<file path="src/rtl/rv_enc_pkg.sv">
// Shared definitions for the RV32I instruction encoder: operation and state
// enums plus the opcode, funct3 and funct7 field constants.
package rv_enc_pkg;

    typedef enum logic [4:0] {
        OP_ADD  = 5'd0,
        OP_SUB  = 5'd1,
        OP_AND  = 5'd2,
        OP_OR   = 5'd3,
        OP_XOR  = 5'd4,
        OP_SLL  = 5'd5,
        OP_SRL  = 5'd6,
        OP_SRA  = 5'd7,
        OP_HAMD = 5'd8,
        OP_ADDI = 5'd9,
        OP_ANDI = 5'd10,
        OP_ORI  = 5'd11,
        OP_XORI = 5'd12,
        OP_SLLI = 5'd13,
        OP_SRLI = 5'd14,
        OP_SRAI = 5'd15,
        OP_LW   = 5'd16,
        OP_JALR = 5'd17,
        OP_SW   = 5'd18,
        OP_BEQ  = 5'd19,
        OP_BNE  = 5'd20,
        OP_LUI  = 5'd21,
        OP_JAL  = 5'd22,
        OP_LI   = 5'd23
    } op_e;

    // Every encoding at or above this value is rejected with an err pulse.
    localparam logic [4:0] OP_FIRST_ILLEGAL = 5'd24;

    typedef enum logic [1:0] {
        IDLE  = 2'd0,
        ONE   = 2'd1,
        FIRST = 2'd2
    } state_e;

    localparam logic [6:0] OPC_OP     = 7'b0110011;
    localparam logic [6:0] OPC_OP_IMM = 7'b0010011;
    localparam logic [6:0] OPC_LOAD   = 7'b0000011;
    localparam logic [6:0] OPC_STORE  = 7'b0100011;
    localparam logic [6:0] OPC_BRANCH = 7'b1100011;
    localparam logic [6:0] OPC_JALR   = 7'b1100111;
    localparam logic [6:0] OPC_JAL    = 7'b1101111;
    localparam logic [6:0] OPC_LUI    = 7'b0110111;

    localparam logic [2:0] F3_ADD  = 3'b000;
    localparam logic [2:0] F3_SLL  = 3'b001;
    localparam logic [2:0] F3_XOR  = 3'b100;
    localparam logic [2:0] F3_SR   = 3'b101;
    localparam logic [2:0] F3_OR   = 3'b110;
    localparam logic [2:0] F3_AND  = 3'b111;
    localparam logic [2:0] F3_WORD = 3'b010;
    localparam logic [2:0] F3_BEQ  = 3'b000;
    localparam logic [2:0] F3_BNE  = 3'b001;

    localparam logic [6:0] F7_BASE = 7'b0000000;
    localparam logic [6:0] F7_ALT  = 7'b0100000;

endpackage

</file>
<file path="src/rtl/rv_enc_format.sv">
// Purely combinational field packer: one abstract RV32I operation in, one
// 32-bit machine word out. LI and illegal ops produce zero here.
module rv_enc_format
    import rv_enc_pkg::*;
(
    input  logic [4:0]  op,
    input  logic [4:0]  rd,
    input  logic [4:0]  rs1,
    input  logic [4:0]  rs2,
    input  logic [31:0] imm,
    output logic [31:0] word
);

    always_comb begin
        word = '0;
        case (op)
            OP_ADD:  word = {F7_BASE, rs2, rs1, F3_ADD, rd, OPC_OP};
            OP_SUB:  word = {F7_ALT,  rs2, rs1, F3_ADD, rd, OPC_OP};
            OP_AND:  word = {F7_BASE, rs2, rs1, F3_AND, rd, OPC_OP};
            OP_OR:   word = {F7_BASE, rs2, rs1, F3_OR,  rd, OPC_OP};
            OP_XOR:  word = {F7_BASE, rs2, rs1, F3_XOR, rd, OPC_OP};
            OP_SLL:  word = {F7_BASE, rs2, rs1, F3_SLL, rd, OPC_OP};
            OP_SRL:  word = {F7_BASE, rs2, rs1, F3_SR,  rd, OPC_OP};
            OP_SRA:  word = {F7_ALT,  rs2, rs1, F3_SR,  rd, OPC_OP};
            OP_HAMD: word = {F7_ALT,  rs2, rs1, F3_AND, rd, OPC_OP};
            OP_ADDI: word = {imm[11:0], rs1, F3_ADD, rd, OPC_OP_IMM};
            OP_ANDI: word = {imm[11:0], rs1, F3_AND, rd, OPC_OP_IMM};
            OP_ORI:  word = {imm[11:0], rs1, F3_OR,  rd, OPC_OP_IMM};
            OP_XORI: word = {imm[11:0], rs1, F3_XOR, rd, OPC_OP_IMM};
            // Shift-immediates carry funct7 in the upper immediate bits.
            OP_SLLI: word = {F7_BASE, imm[4:0], rs1, F3_SLL, rd, OPC_OP_IMM};
            OP_SRLI: word = {F7_BASE, imm[4:0], rs1, F3_SR,  rd, OPC_OP_IMM};
            OP_SRAI: word = {F7_ALT,  imm[4:0], rs1, F3_SR,  rd, OPC_OP_IMM};
            OP_LW:   word = {imm[11:0], rs1, F3_WORD, rd, OPC_LOAD};
            OP_JALR: word = {imm[11:0], rs1, F3_ADD,  rd, OPC_JALR};
            OP_SW:   word = {imm[11:5], rs2, rs1, F3_WORD, imm[4:0], OPC_STORE};
            OP_BEQ:  word = {imm[12], imm[10:5], rs2, rs1, F3_BEQ,
                             imm[4:1], imm[11], OPC_BRANCH};
            OP_BNE:  word = {imm[12], imm[10:5], rs2, rs1, F3_BNE,
                             imm[4:1], imm[11], OPC_BRANCH};
            OP_LUI:  word = {imm[31:12], rd, OPC_LUI};
            OP_JAL:  word = {imm[20], imm[10:1], imm[11], imm[19:12], rd, OPC_JAL};
            default: word = '0;
        endcase
    end

endmodule

</file>
<file path="src/rtl/rv_inst_encoder.sv">
// Streaming RV32I encoder: accepts abstract ops over valid/ready, emits
// machine words with sequential word addresses, expanding LI to LUI+ADDI.
module rv_inst_encoder
    import rv_enc_pkg::*;
#(
    parameter int          ADDR_W    = 8,
    parameter int unsigned BASE_ADDR = 0
) (
    input  logic              clock,
    input  logic              reset,
    input  logic              in_valid,
    output logic              in_ready,
    input  logic [4:0]        in_op,
    input  logic [4:0]        in_rd,
    input  logic [4:0]        in_rs1,
    input  logic [4:0]        in_rs2,
    input  logic [31:0]       in_imm,
    output logic              out_valid,
    input  logic              out_ready,
    output logic [31:0]       out_inst,
    output logic [ADDR_W-1:0] out_addr,
    output logic              err
);

    state_e      state, state_next;
    logic [31:0] inst_next, pend, pend_next;
    logic        err_next;
    logic        in_fire, out_fire, is_illegal, is_li, li_two;
    logic [19:0] li_hi;
    logic [4:0]  fmt_op, fmt_rs1;
    logic [31:0] fmt_imm, fmt_word, addi_word;

    assign out_valid  = (state != IDLE);
    assign in_ready   = (state == IDLE) || ((state == ONE) && out_ready);
    assign in_fire    = in_valid && in_ready;
    assign out_fire   = out_valid && out_ready;
    assign is_illegal = (in_op >= OP_FIRST_ILLEGAL);
    assign is_li      = (in_op == OP_LI);

    // ADDI sign-extends its 12-bit immediate, so the upper part is rounded up
    // whenever bit 11 is set.
    assign li_hi  = in_imm[31:12] + 20'(in_imm[11]);
    assign li_two = (li_hi != 20'd0);

    always_comb begin
        fmt_op  = in_op;
        fmt_rs1 = in_rs1;
        fmt_imm = in_imm;
        if (is_li) begin
            fmt_op  = li_two ? OP_LUI : OP_ADDI;
            fmt_rs1 = 5'd0;
            fmt_imm = li_two ? {li_hi, 12'd0} : in_imm;
        end
    end

    rv_enc_format u_fmt_main (
        .op   (fmt_op),
        .rd   (in_rd),
        .rs1  (fmt_rs1),
        .rs2  (in_rs2),
        .imm  (fmt_imm),
        .word (fmt_word)
    );

    rv_enc_format u_fmt_addi (
        .op   (OP_ADDI),
        .rd   (in_rd),
        .rs1  (in_rd),
        .rs2  (5'd0),
        .imm  (in_imm),
        .word (addi_word)
    );

    // An accept always wins over a plain fire: from ONE it only happens
    // when the held word is leaving in the same cycle.
    always_comb begin
        state_next = state;
        inst_next  = out_inst;
        pend_next  = pend;
        err_next   = 1'b0;
        if (in_fire) begin
            if (is_illegal) begin
                err_next   = 1'b1;
                state_next = IDLE;
            end else if (is_li && li_two) begin
                inst_next  = fmt_word;
                pend_next  = addi_word;
                state_next = FIRST;
            end else begin
                inst_next  = fmt_word;
                state_next = ONE;
            end
        end else if (out_fire) begin
            if (state == FIRST) begin
                inst_next  = pend;
                state_next = ONE;
            end else begin
                state_next = IDLE;
            end
        end
    end

    always_ff @(posedge clock or posedge reset) begin
        if (reset) begin
            state    <= IDLE;
            out_inst <= '0;
            pend     <= '0;
            err      <= 1'b0;
            out_addr <= ADDR_W'(BASE_ADDR);
        end else begin
            state    <= state_next;
            out_inst <= inst_next;
            pend     <= pend_next;
            err      <= err_next;
            if (out_fire) begin
                out_addr <= out_addr + 1'b1;
            end
        end
    end

endmodule

</file>
<file path="config.mk">
export PLATFORM = sky130hd
export DESIGN_NAME = rv_inst_encoder
export DESIGN_NICKNAME = d
export VERILOG_FILES = /design/src/rtl/rv_enc_pkg.sv /design/src/rtl/rv_enc_format.sv /design/src/rtl/rv_inst_encoder.sv
export SDC_FILE = /design/constraint.sdc
export NUM_CORES = 1
export LEC_CHECK = 0
export BUFFER_PORTS_ARGS = -buffer_cell sky130_fd_sc_hd__buf_2
export CELL_PAD_IN_SITES_DETAIL_PLACEMENT = 1
export CELL_PAD_IN_SITES_GLOBAL_PLACEMENT = 1
export CORE_AREA = 4 4 100 102
export CTS_BUF_LIST = sky130_fd_sc_hd__clkbuf_8
export CTS_CLUSTER_SIZE = 24
export DETAILED_ROUTE_END_ITERATION = 6
export DIE_AREA = 0 0 104 106
export PLACE_DENSITY = 0.87
export SYNTH_ARGS = -nofsm -noshare
export SYNTH_HDL_FRONTEND = slang
export SYNTH_SLANG_ARGS = --single-unit
</file>
<file path="constraint.sdc">
create_clock -name clock -period 6.9 [get_ports clock]
set_clock_uncertainty 0.2 [all_clocks]
set_input_delay 1.38 -clock clock [delete_from_list [all_inputs] [get_ports clock]]
set_output_delay 1.38 -clock clock [all_outputs]
set_load 0.05 [all_outputs]
</file>
Word level (Yosys, flattened, before mapping)
Index checks and enable logic that the tools add are counted.
{ "totals": {"regBits": 68, "input_bits": 56, "wordCells": 65} }
{ "classes": {"add_sub_neg": 2, "n_lt_le_gt_ge": 1, "n_eq_ne": 26, "muxes": 17, "n_bitwise": 1, "reduce_logical": 13} }
{ "op_table": {"columns": ["cell", "n"], "rows": [
  ["32-bit one-hot mux with 23 select lines", 1],
  ["32-bit two-way mux", 6],
  ["5-bit by 4-bit == test with 1-bit output (second input constant)", 8],
  ["5-bit == test (second input constant)", 8],
  ["20-bit by 1-bit adder with 20-bit output", 1],
  ["5-bit by 3-bit == test with 1-bit output (second input constant)", 4],
  ["20-bit nonzero test", 1],
  ["5-bit two-way mux", 3],
  ["5-bit by 2-bit == test with 1-bit output (second input constant)", 2],
  ["8-bit by 1-bit adder with 8-bit output (second input constant)", 1],
  ["2-bit two-way mux", 4],
  ["3-bit AND reduction", 2],
  ["2-bit nonzero test", 3],
  ["5-bit by 1-bit == test with 1-bit output (second input constant)", 1],
  ["5-bit greater-or-equal comparator (second input constant)", 1],
  ["5-bit logical NOT", 1],
  ["1-bit logical AND", 4],
  ["1-bit two-way mux", 3],
  ["2-bit by 1-bit == test with 1-bit output (second input constant)", 1],
  ["2-bit == test (second input constant)", 1],
  ["2-bit logical NOT", 1],
  ["2-bit inequality test (second input constant)", 1],
  ["1-bit logical OR", 1],
  ["1-bit NOT", 1]
]} }

Logic depth before layout (Yosys ltp)
Gate-level depths: netlist (run 1).
{ "logic_depth": {"word_depth": 8, "ltp_mapped": 12} }

Cells and area by module
A second synthesis (run 1) with hierarchy kept.
{ "hier_totals": {"cells_unflattened": 618, "hier_area_um2": 5818.1} }
{ "by_module_without_submodules": {"columns": ["module", "n_inst", "cells_per_inst", "area_per_inst_um2", "seq_area_each_um2"], "rows": [
  ["rv_inst_encoder", 1, 406, 4224.1, 1876.8],
  ["rv_enc_format", 2, 106, 797.0, 0.0]
]} }

Worst setup path after synthesis (run 1)
No wires, ideal clock.
{ "synth_timing": {"path_kind": "input to register", "start": "input port in_imm[11]", "end": "register pend[15]", "t_arrival_ns": 3.658, "required_time_ns": 6.573, "setup_slack_ns": 2.914, "stages": 12, "cell_sequence": "ha_1 > ha_1 > nand3_2 > nor4_2 > nand3_1 > o31ai_1 > nand4_2 > o21ai_4 > nand2b_1 > buf_6 > buf_8 > mux2_1"} }
{ "synth_between": {"elab_chain_cells": 4} }
{ "synth_lines": {"columns": ["item", "line", "source"], "rows": [
  ["start, declared", "rv_inst_encoder.sv:17", "input logic [31:0] in_imm,"],
  ["20-bit by 1-bit adder with 20-bit output", "rv_inst_encoder.sv:42", "assign li_hi = in_imm[31:12] + 20'(in_imm[11]);"],
  ["20-bit nonzero test", "rv_inst_encoder.sv:43", "assign li_two = (li_hi != 20'd0);"],
  ["1-bit logical AND", "rv_inst_encoder.sv:85", "end else if (is_li && li_two) begin"],
  ["3-bit AND reduction (no source line)", null, null],
  ["end signal, assigned", "rv_inst_encoder.sv:113", "pend <= pend_next;"],
  ["end, declared", "rv_inst_encoder.sv:26", "logic [31:0] inst_next, pend, pend_next;"]
]} }
Every way passes these cells.
A chain may end at the register's enable or synchronous reset.

Worst setup path after layout (run 1)
{ "layout_timing": {"start": "input port in_imm[11]", "end": "register pend[23]"} }
Same word-level chain as after synthesis.

==> results.yml, run 1 <==
logic_synthesis:
  yosys_warnings: 0
  seq_area_frac_synth_pct: 37.0
  syn_nets: 522
  dominantRegCellSynth: "dfrtp_1"
  ys_ff_latch: 60
  yosys.cell_types.count: 66
  async_flop_share_pct: 100
  syn_area_per_cell_um2: 8.75
  postSynthCellCount: 463
  syn_area_mm2: 0.00405
  synth_edf_count: 0
clock_network:
  cts_root_buffer: "clkbuf_8"
  cts_max_level: 3
  cts_setup_buffers: 0
  hold_buffers: 0
  cts_tree: "done"
  clock_latency_ns: 0.35
  clockBufferDepth: 2
  cts-resized-gates: 0
  clk_pin_slew_ns: 0.08
  cts_made_buffers: 9
  clock_sinks: 60
layout:
  n_fill_cell: 1117
  area_delta_synth_final_pct: 17.2
  final_cell_mix: "98 x buf_2, 60 x dfrtp_1, 43 x nand2_1"
  fin_util_pct: 52.1
  n_antenna_cell: 0
  final_common_cell: "buf_2"
  drive_gt1_share_pct: 26.9
  layout.nets: 601
setup_path:
  start_kind: "primary input"
  worstPathRequired_ns: 6.93
  critPathBufInv: 1
  crit_type: "in2reg"
  cpMostUsedCell: "ha_1"
  cp-end-kind: "flop"
  cp_slowest_cell: "nand2b_1"
  path_cells: "buf_2 -> ha_1 -> ha_1 -> nand3_2 -> nor4_2 -> nand3_1 -> o31ai_1 -> nand4_2 -> o21ai_4 -> nand2b_1 -> mux2_2"
  worst-path-max-fanout: 19
  critPathTopFamily: "simple AND/OR/NAND/NOR gates"
  slowest_delay_ns: 0.80
  cp.arrival_ns: 4.92
floorplan:
  ios: 99
  die_h_um: 106
  rows: 35
  start_util_pct: 44.5
  die-area_mm2: 0.0110
  core_area_mm2: 0.00911
  dieWidth_um: 104
timing:
  fin_tns_setup_ns: 0
  max_freq_mhz: 204
  slew_headroom_pct: 34.4
  hold_viol: 0
  period_share_pct: 70.9
  rsz0062_at_grt: "false"
  setup_viol: 0
  worst_slew_pin_slew_ns: 0.984
  period_needed_ns: 4.89
  slew_viol_final: 0
placement:
  dpl.hpwl_mm: 10.3
  place.gp.congestion: 0.943
  numPortBuffers: 98
global_route:
  globalRouteMet1Util_pct: 36.8
  grt_max_degree: 61
  gr-usage-met2_pct: 42.2
  gr-total-overflow: 0
  grt_pass1_wl_mm: 23.4
  grt_pass1_vias: 4249
  antenna_found_initial: 0
  busiest_layer: "met2"
  met3_usage_pct: 3.52
  track_usage_pct: 26.4
drt:
  via_per_inst: 6.40
  drc: 0
  dr.pass1.iters: 5
  drt_iter0_drc: 412
  ant_nets: 0
  wl_per_cell_um: 21.6
  finalWirelength_mm: 14.2
  via_count: 4213
status:
  outcome: "complete, no violations"
power:
  ir_drop_v: 0.000112
  powerDensity_mw_per_mm2: 300
  cellLeakagePower_nw: 2.15
min_path:
  hold_path.class: "reg2reg"
job:
  maxCapViolations: 0
## kinds of logic (layout without fill, tap and decap cells)
| logic type | count (synthesis) | count (layout) | synth area share, % |
|---|---|---|---|
| buf+inv | 45 | 129 | 5.12 |
| compound gates | 139 | 139 | 24.4 |
| simple gates | 164 | 164 | 19.9 |
| fa+ha+maj | 3 | 3 | 0.926 |
| mux | 24 | 24 | 6.51 |
| xor+xnor | 28 | 28 | 6.05 |
| flops | 60 | 60 | 37.0 |
## synthesized netlist by cell type (10+ instances only)
| cell | n | area, µm² |
|---|---|---|
| a21oi_1 | 26 | 130 |
| a221o_1 | 10 | 100 |
| buf_2 | 10 | 50.1 |
| clkbuf_1 | 18 | 67.6 |
| dfrtp_1 | 60 | 1500 |
| inv_1 | 10 | 37.5 |
| mux2_2 | 11 | 124 |
| nand2_1 | 43 | 161 |
| nand3_1 | 27 | 135 |
| nor2_1 | 40 | 150 |
| o211ai_1 | 10 | 75.1 |
| o21ai_0 | 22 | 110 |
| o31ai_1 | 13 | 97.6 |
| xnor2_1 | 12 | 105 |
| xor2_1 | 16 | 140 |
## final timing paths
| kind | start | end | slack [ns] | depth (start not counted) |
|---|---|---|---|---|
| worst min-delay path | out_addr[7]$_DFFE_PP0P_ | out_addr[7]$_DFFE_PP0P_ | 0.28 | 1 |
| worst max register to register | state[0]$_DFFE_PP0P_ | out_inst[20]$_DFFE_PP0P_ | 3.81 | 8 |
| worst min register to register | out_addr[7]$_DFFE_PP0P_ | out_addr[7]$_DFFE_PP0P_ | 0.28 | 1 |
| max in group asynchronous | reset | pend[30]$_DFFE_PP0P_ | 4.92 | 3 |
| worst max-delay path | in_imm[11] | pend[23]$_DFFE_PP0P_ | 2.01 | 11 |
| min in group asynchronous | reset | out_addr[7]$_DFFE_PP0P_ | 1.04 | 3 |
## layer usage
metal | vias to the layer above | wire length [µm]
met2 | 214 | 6740
met3 | 36 | 820
met5 | - | 0
met4 | 0 | 386
met1 | 2090 | 6280
li1 | 1873 | -
## power breakdown
part	total, mW	leakage [nW]	internal (mW)	switching, mW
clock network	0.318	0.0887	0.164	0.153
registers	0.503	0.761	0.439	0.0645
logic	0.601	1.30	0.159	0.442
total	1.42	2.15	0.762	0.660
## through the flow
stage	instances	instance area [µm²]	setup slack [ns]	hold WS (ns)	total power, mW
floorplan	463	4050	2.91	0.257	0.936
global placement	642	4560	1.85	0.258	1.08
detailed placement	642	4560	1.65	0.269	1.11
CTS	658	4750	2.03	0.284	1.42
global route	658	4750	1.73	0.300	1.49
finish	658	4750	2.01	0.276	1.42
## registers in the layout, summed over array words and instances (netlist names)
register	cells
out_addr	8
pend	18
err	1
out_inst	31
state	2
## cell type report
type                            count  area [µm²]  area share, %
Timing Repair Buffer              103         528           11.1
Inverter                           10        37.5          0.791
Clock inverter                      7        68.8           1.45
Tap cell                          111         139           2.92
Clock buffer                        9         124           2.61
Sequential cell                    60        1500           31.6
Multi-Input combinational cell    358        2350           49.5
No activity file was read; power rests on OpenSTA's default activity.
==> run 2: changes to the inputs <==
--- a/config.mk
+++ b/config.mk
@@ -8,12 +8,12 @@
 export BUFFER_PORTS_ARGS = -buffer_cell sky130_fd_sc_hd__buf_2
 export CELL_PAD_IN_SITES_DETAIL_PLACEMENT = 1
 export CELL_PAD_IN_SITES_GLOBAL_PLACEMENT = 1
-export CORE_AREA = 4 4 100 102
+export CORE_AREA = 4 4 110 112
 export CTS_BUF_LIST = sky130_fd_sc_hd__clkbuf_8
 export CTS_CLUSTER_SIZE = 24
 export DETAILED_ROUTE_END_ITERATION = 6
-export DIE_AREA = 0 0 104 106
-export PLACE_DENSITY = 0.87
+export DIE_AREA = 0 0 114 116
+export PLACE_DENSITY = 0.76
 export SYNTH_ARGS = -nofsm -noshare
 export SYNTH_HDL_FRONTEND = slang
 export SYNTH_SLANG_ARGS = --single-unit
==> constraint.sdc (replaced) <==
create_clock -name clock -period 4.3 [get_ports clock]
set_clock_uncertainty 0.2 [all_clocks]
set_input_delay 0.86 -clock clock [delete_from_list [all_inputs] [get_ports clock]]
set_output_delay 0.86 -clock clock [all_outputs]
set_load 0.05 [all_outputs]
==> run 2 against run 1 <==
Total power up 56%. Critical path type unchanged. Highest routed layer unchanged. Non-clock buffer count is 9 higher. Critical path depth did not move. Cell count up 6.2%.
==> results.yml, run 2 (synthesis gave the netlist of run 1 again) <==
drt:
  via_count: 4028
  via_per_inst: 5.76
  dr.pass1.iters: 4
  ant_nets: 0
  finalWirelength_mm: 14.2
  drc: 0
  wl_per_cell_um: 20.2
  drt_iter0_drc: 266
floorplan:
  ios: 99
  start_util_pct: 36.1
  die_h_um: 116
  die-area_mm2: 0.0132
  rows: 39
  core_area_mm2: 0.0112
  dieWidth_um: 114
timing:
  worst_slack_ns: 0.577
  slew_viol_final: 0
  holdWs_ns: 0.279
  fin_tns_setup_ns: 0
  max_freq_mhz: 269
  worst_slew_pin_slew_ns: 0.793
  setup_viol: 0
  period_share_pct: 86.6
  hold_viol: 0
  period_needed_ns: 3.72
  slew_headroom_pct: 46.7
  rsz0062_at_grt: "false"
setup_path:
  start_kind: "primary input"
  crit_start: "in_imm[11]"
  cp-end-kind: "flop"
  cp.arrival_ns: 3.75
  worst-path-max-fanout: 13
  crit_type: "in2reg"
  reg2reg_from: "state[0]$_DFFE_PP0P_"
  worstPathRequired_ns: 4.33
power:
  swShare_pct: 46.9
  cellLeakagePower_nw: 2.19
  p_comb_share_pct: 43.0
  powerDensity_mw_per_mm2: 460
  pwr-share-clk_pct: 20.6
  p_int_mw: 1.18
  ir_drop_v: 0.000295
  power_mw: 2.22
  p_sw_mw: 1.04
  power_frac_seq_pct: 36.4
clock_network:
  cts_made_buffers: 9
  cts_max_level: 3
  cts-resized-gates: 0
  hold_buffers: 0
  clock_sinks: 60
  cts_setup_buffers: 0
  clk_pin_slew_ns: 0.07
  cts_root_buffer: "clkbuf_8"
  clock_latency_ns: 0.34
  clockBufferDepth: 2
  cts_tree: "done"
layout:
  largest_register: "out_inst"
  n_fill_cell: 1403
  multi_input_area_mm2: 0.00235
  drive_gt1_share_pct: 27.9
  final_common_cell: "buf_2"
  ff_latch_area_mm2: 0.00150
  area_delta_synth_final_pct: 19.3
  reg_top3: "out_inst: 31 flops, pend: 18 flops, out_addr: 8 flops"
  n_antenna_cell: 0
  largest_register_ff_count: 31
  final_cell_mix: "98 x buf_2, 60 x dfrtp_1, 43 x nand2_1"
  layout.nets: 610
min_path:
  min_from: "out_inst[4]$_DFFE_PP0P_"
  hold_path.class: "reg2reg"
placement:
  dp_slack_ns: 0.265
  place.gp.congestion: 0.898
  numPortBuffers: 98
  dpl.hpwl_mm: 10.8
job:
  maxCapViolations: 0
global_route:
  grt_pass1_wl_mm: 22.5
  track_usage_pct: 21.6
  grt_pass1_vias: 4031
  grt_max_degree: 41
  antenna_found_initial: 0
  gr-total-overflow: 0
status:
  outcome: "complete, no violations"
run 2: path summary, 6_finish.rpt:
kind	endpoint	slack (ns)	cells past startpoint
max	pend[29]$_DFFE_PP0P_	0.58	11
min	out_inst[4]$_DFFE_PP0P_	0.28	2
max reg2reg	out_inst[30]$_DFFE_PP0P_	1.30	8
min reg2reg	out_inst[4]$_DFFE_PP0P_	0.28	2
max in group asynchronous	out_inst[23]$_DFFE_PP0P_	2.62	3
min in group asynchronous	out_addr[7]$_DFFE_PP0P_	0.41	2
run 2: area by class of cell:
| cell class | instances | area share [%] |
|---|---|---|
| clock buffer | 10 | 2.85 |
| tap | 143 | 3.70 |
| sequential | 60 | 31.1 |
| timing repair buffer | 112 | 12.3 |
| clock inverter | 6 | 0.673 |
| multi-input combinational | 358 | 48.6 |
| inverter | 10 | 0.777 |
run 2: stage by stage:
stage,utilization (%),std cells,area (µm²)
floorplan,-,463,4050
global placement,41.5,683,4660
detailed placement,41.5,683,4660
CTS,43.1,699,4830
global route,43.1,699,4830
finish,43.1,699,4830
run 2: worst max-delay path: stages:
cell and delay [ns]:
buf_2 0.15, ha_1 0.23, ha_1 0.27, nand3_2 0.16, nor3_1 0.38, xnor2_1 0.12, a211o_1 0.49, o21ai_4 0.33
nand2b_1 0.16, buf_4 0.23, mux2_2 0.37
run 2: layer usage:
layer	track usage (%)	part of all wire (%)	wire length (µm)
met4	5.86	1.7	247
met1	30.3	46	6490
met2	34.6	47	6700
met3	3.45	5.0	707
met5	0	0	0
run 2: power by group through the flow:
| stage | registers, mW | logic, mW | clock network (mW) |
|---|---|---|---|
| finish | 0.811 | 0.956 | 0.458 |
| CTS | 0.811 | 0.962 | 0.468 |
| detailed placement | 0.820 | 0.959 | 0 |
| floorplan | 1.18 | 0.317 | 0 |
| global route | 0.830 | 1.02 | 0.496 |
| global placement | 0.812 | 0.941 | 0 |
